`src/rtl/lcm_sched.sv`:
```
// Round-robin front end that time-shares one external GCD/LCM engine.
// Zero-operand jobs are answered locally; engine jobs are watchdog-guarded.
module lcm_sched #(
    parameter int DATA_WIDTH = 8,
    parameter int NUM_REQ    = 4,
    parameter int TIMEOUT    = 64
) (
    input  logic                          clk,
    input  logic                          rst,
    input  logic [NUM_REQ-1:0]            req_valid,
    output logic [NUM_REQ-1:0]            req_ready,
    input  logic [NUM_REQ*DATA_WIDTH-1:0] req_a,
    input  logic [NUM_REQ*DATA_WIDTH-1:0] req_b,
    output logic                          resp_valid,
    input  logic                          resp_ready,
    output logic [$clog2(NUM_REQ)-1:0]    resp_id,
    output logic [2*DATA_WIDTH-1:0]       resp_gcd,
    output logic [2*DATA_WIDTH-1:0]       resp_lcm,
    output logic                          resp_err,
    output logic                          busy,
    output logic                          eng_en,
    output logic [DATA_WIDTH-1:0]         eng_a,
    output logic [DATA_WIDTH-1:0]         eng_b,
    input  logic                          eng_valid,
    input  logic [2*DATA_WIDTH-1:0]       eng_gcd,
    input  logic [2*DATA_WIDTH-1:0]       eng_lcm
);
    localparam int IDW = $clog2(NUM_REQ);
    localparam int RW  = 2 * DATA_WIDTH;
    localparam int CW  = $clog2(TIMEOUT + 1);

    typedef enum logic [1:0] {IDLE, FIRE, WAIT, RESP} state_t;

    state_t                state;
    logic [IDW-1:0]        ptr;
    logic [IDW-1:0]        id_q;
    logic [IDW-1:0]        win;
    logic [IDW-1:0]        idx;
    logic                  found;
    logic [NUM_REQ-1:0]    grant;
    logic [CW-1:0]         cnt;
    logic [DATA_WIDTH-1:0] win_a;
    logic [DATA_WIDTH-1:0] win_b;

    // Search starts one past the last winner so every holder is served in turn.
    always_comb begin
        found = 1'b0;
        win   = ptr;
        idx   = ptr;
        for (int k = 1; k <= NUM_REQ; k++) begin
            idx = IDW'((int'(ptr) + k) % NUM_REQ);
            if (!found && req_valid[idx]) begin
                found = 1'b1;
                win   = idx;
            end
        end
    end

    assign grant     = found ? (NUM_REQ'(1) << win) : '0;
    assign req_ready = (state == IDLE && !rst) ? grant : '0;
    assign win_a     = req_a[win*DATA_WIDTH +: DATA_WIDTH];
    assign win_b     = req_b[win*DATA_WIDTH +: DATA_WIDTH];
    assign resp_id   = id_q;

    always_ff @(posedge clk or posedge rst) begin
        if (rst) begin
            state      <= IDLE;
            ptr        <= IDW'(NUM_REQ - 1);
            id_q       <= '0;
            cnt        <= '0;
            resp_valid <= 1'b0;
            resp_gcd   <= '0;
            resp_lcm   <= '0;
            resp_err   <= 1'b0;
            busy       <= 1'b0;
            eng_en     <= 1'b0;
            eng_a      <= '0;
            eng_b      <= '0;
        end else begin
            unique case (state)
                IDLE: begin
                    if (found) begin
                        eng_a <= win_a;
                        eng_b <= win_b;
                        id_q  <= win;
                        ptr   <= win;
                        busy  <= 1'b1;
                        if (win_a == '0 || win_b == '0) begin
                            state      <= RESP;
                            resp_valid <= 1'b1;
                            resp_gcd   <= RW'(win_a | win_b);
                            resp_lcm   <= '0;
                            resp_err   <= 1'b0;
                        end else begin
                            state  <= FIRE;
                            eng_en <= 1'b1;
                        end
                    end
                end
                FIRE: begin
                    eng_en <= 1'b0;
                    cnt    <= '0;
                    state  <= WAIT;
                end
                WAIT: begin
                    cnt <= cnt + 1'b1;
                    if (eng_valid) begin
                        state      <= RESP;
                        resp_valid <= 1'b1;
                        resp_gcd   <= eng_gcd;
                        resp_lcm   <= eng_lcm;
                        resp_err   <= 1'b0;
                    end else if (cnt == CW'(TIMEOUT - 1)) begin
                        state      <= RESP;
                        resp_valid <= 1'b1;
                        resp_gcd   <= '0;
                        resp_lcm   <= '0;
                        resp_err   <= 1'b1;
                    end
                end
                RESP: begin
                    if (resp_ready) begin
                        state      <= IDLE;
                        resp_valid <= 1'b0;
                        busy       <= 1'b0;
                    end
                end
                default: state <= IDLE;
            endcase
        end
    end
endmodule

```
`config.mk`:
```
export PLATFORM = sky130hd
export DESIGN_NAME = lcm_sched
export DESIGN_NICKNAME = d
export VERILOG_FILES = /design/src/rtl/lcm_sched.sv
export SDC_FILE = /design/constraint.sdc
export NUM_CORES = 1
export LEC_CHECK = 0
export ABC_AREA = 0
export CAP_MARGIN = 40
export CORE_MARGIN = 1
export CORE_UTILIZATION = 40
export DETAILED_ROUTE_END_ITERATION = 12
export PLACE_DENSITY = 0.8
export SLEW_MARGIN = 40
export SYNTH_ARGS = -nofsm -noshare
export SYNTH_HDL_FRONTEND = slang
export SYNTH_SLANG_ARGS = --single-unit
```
`constraint.sdc`:
```
create_clock -name clk -period 8 [get_ports clk]
set_input_delay 1.6 -clock clk [delete_from_list [all_inputs] [get_ports clk]]
set_output_delay 1.6 -clock clk [all_outputs]
set_load 0.05 [all_outputs]
```
==> metrics.txt <==
status complete, no violations; Total Die Area 9290 sq um; Tmin final 5860 ps; GRT Overall Usage 22.3%; type of origin of the critical path input pin; Ant. Diodes 0; area of the multi-input gates 1740 sq um; slew margin rel. 51.7%; Synth Area per Inst 9.63 sq um; Vias 3433; CTS tree built; total grt overflow 0; area share of the largest cell type after synthesis 44.3%; most common cell after layout, fill and taps aside clkdlybuf4s50_1; DPL Wire Length 8.11 mm; drt via density 5.43; Post-CTS Resized 0; CTS Hold Bufs 0; Critical Path Fanout Max 18; Routed Wire Length 10.7 mm; final slew viol count 0; postcts setup bufs 0; Initial Util 41.0%; fin nets 632; ys flop type dfrtp_1; Crit Path Class in -> out; filler instances 705; setup violators final 0; syn nets 481; initial antenna violation count 0; TritonRoute pass-1 iters 4; register area 1630 sq um; most frequent cells in the layout clkdlybuf4s50_1, dfrtp_1, and3_1, a211oi_1, a22o_1; clock buffer count from CTS 9; H-Tree Depth 3; final hold vios 0; Skew-Pair Late Insertion Delay 340 ps; Syn Inst Count 370; vias in the first global route 3248; crit path DAT 4260 ps; DP Area 5220 sq um; Residual DRC 0; Area Growth Syn to Fin 52.8%; library cells used by synthesis 41; clk buf depth 2; power per standard cell area 444 nW/um^2; Max Cap Viol 0; largest net degree at the start of global routing 66; critical path capture point type output port; placer congestion estimate 0.854; Ys Warns 0; core area 8680 sq um; IO Count 162; FF-to-FF path depth 9; remaining antenna violation count 0; Hold Path Cell Cnt 2; design area 5440 sq um; Rows 34; Min-Delay Path Class reg -> reg; CTS root buffer clkbuf_8; Leak 0.00241 uW; Total Power 2420 uW; Chip Height 96.4 microns; CP required 6400 ps; RSZ-0062 raised after global routing no; initial detailed-routing violation count 130; maximum VDD drop 0.210 mV; ratio of cells with drive above 1 in the final layout 9.16%; largest area contributor in the netlist dfrtp_1; Synth Register Bits 65; Final period util 73.2%; EDFF count, synth 0; sequential area share after synthesis 45.7%; PortBufs 161; top post-synthesis cells by area dfrtp_1, a211oi_1, a22o_1; Max Clk Rate 0.171 GHz; # clock sinks 65; die width 96.4 microns; measured slew at the worst slew-check pin 722 ps; first-pass GRT wire length 15.6 mm; Reg clk slew, reported paths 70 ps; synthesized area 3560 sq um; TNS Setup 0 ps; skew final 9.62 ps; Routed WL per cell 16.9 microns; post-synthesis async set-or-reset flop share 100%
==> power breakdown <==
group          internal (uW)  switching, uW  leakage [uW]  total (uW)
Combinational            557            981       0.00148        1540
Sequential               479           99.6      0.000826         579
Clock                    188            115      0.000111         303
Total                   1220           1200       0.00241        2420
==> synthesized netlist by cell type, types with 2 or more instances <==
cell type and n:
nor4_1 5, dfstp_2 2, nand3_1 4, or2_2 16
ha_1 7, o22ai_1 10, buf_1 2, a22o_1 25
nor2b_1 4, dfrtp_1 63, nor2_1 11, clkbuf_1 16
buf_2 4, inv_1 18, mux2i_1 10, a21oi_1 24
nand2b_1 4, or3_1 2, a21o_1 3, and3_1 34
nor4_2 2, a211oi_1 34, nand2_1 24, and2_1 3
buf_6 5, o21ai_0 23
==> final cells by class <==
type                            count  area share, %
Timing Repair Buffer              167           30.5
Clock buffer                       11           2.78
Multi-Input combinational cell    260           31.9
Sequential cell                    65           29.9
Tap cell                          108           2.48
Clock inverter                      3           1.20
Inverter                           18           1.24
==> worst paths after layout <==
path	startpoint	to	slack, ps
worst max-delay path	req_valid[1]	req_ready[2]	2140
worst min-delay path	eng_a[6]	eng_a[6]	490
worst max register to register	ptr[1]	resp_gcd[9]	4500
worst min register to register	eng_a[6]	eng_a[6]	490
max in group asynchronous	rst	resp_lcm[14]	5740
min in group asynchronous	rst	eng_a[0]	1850
==> metal layers <==
layer / vias up / GRT usage [%] / share of wire [%]
met4: 0 / 7.72 / 1.1
met2: 148 / 39.1 / 50
li1: 1654 / - / -
met3: 8 / 4.62 / 7.3
met1: 1623 / 27.2 / 42
met5: - / 0 / 0
==> flip-flops by register name, indices dropped and copies added (netlist names) <==
name        cells
resp_gcd       16
resp_lcm       16
eng_a           8
eng_b           8
cnt             7
ptr             2
resp_id         2
state           2
busy            1
eng_en          1
resp_err        1
resp_valid      1
==> worst max-delay path, stage by stage <==
cell and delay, ps:
clkdlybuf4s50_1 540, nand2b_1 140, a21o_1 140, nand3_1 500
nor4_1 460, clkdlybuf4s50_1 880
==> kinds of logic after synthesis <==
kind of cell	after synthesis	share of synthesized area [%]
XOR/XNOR	1	0.246
adder cells (fa/ha/maj)	7	2.46
multiplexers	10	2.81
flip-flops	65	45.7
buffers and inverters	45	5.94
AND/OR/NAND/NOR	115	18.2
AO/OA/AOI/OAI	127	24.6
==> through the flow <==
step / hold WS, ps / utilization, % / worst slack (ps) / instances
after CTS: 489 / 62.6 / 2190 / 632
after detailed placement: 474 / 60.1 / 2190 / 618
after global placement: 467 / 60.0 / 2280 / 618
after floorplan: 466 / - / 2530 / 370
after global routing: 519 / 62.7 / 2010 / 632
final: 490 / 62.7 / 2140 / 632
Power figures use the tool's default switching activity.
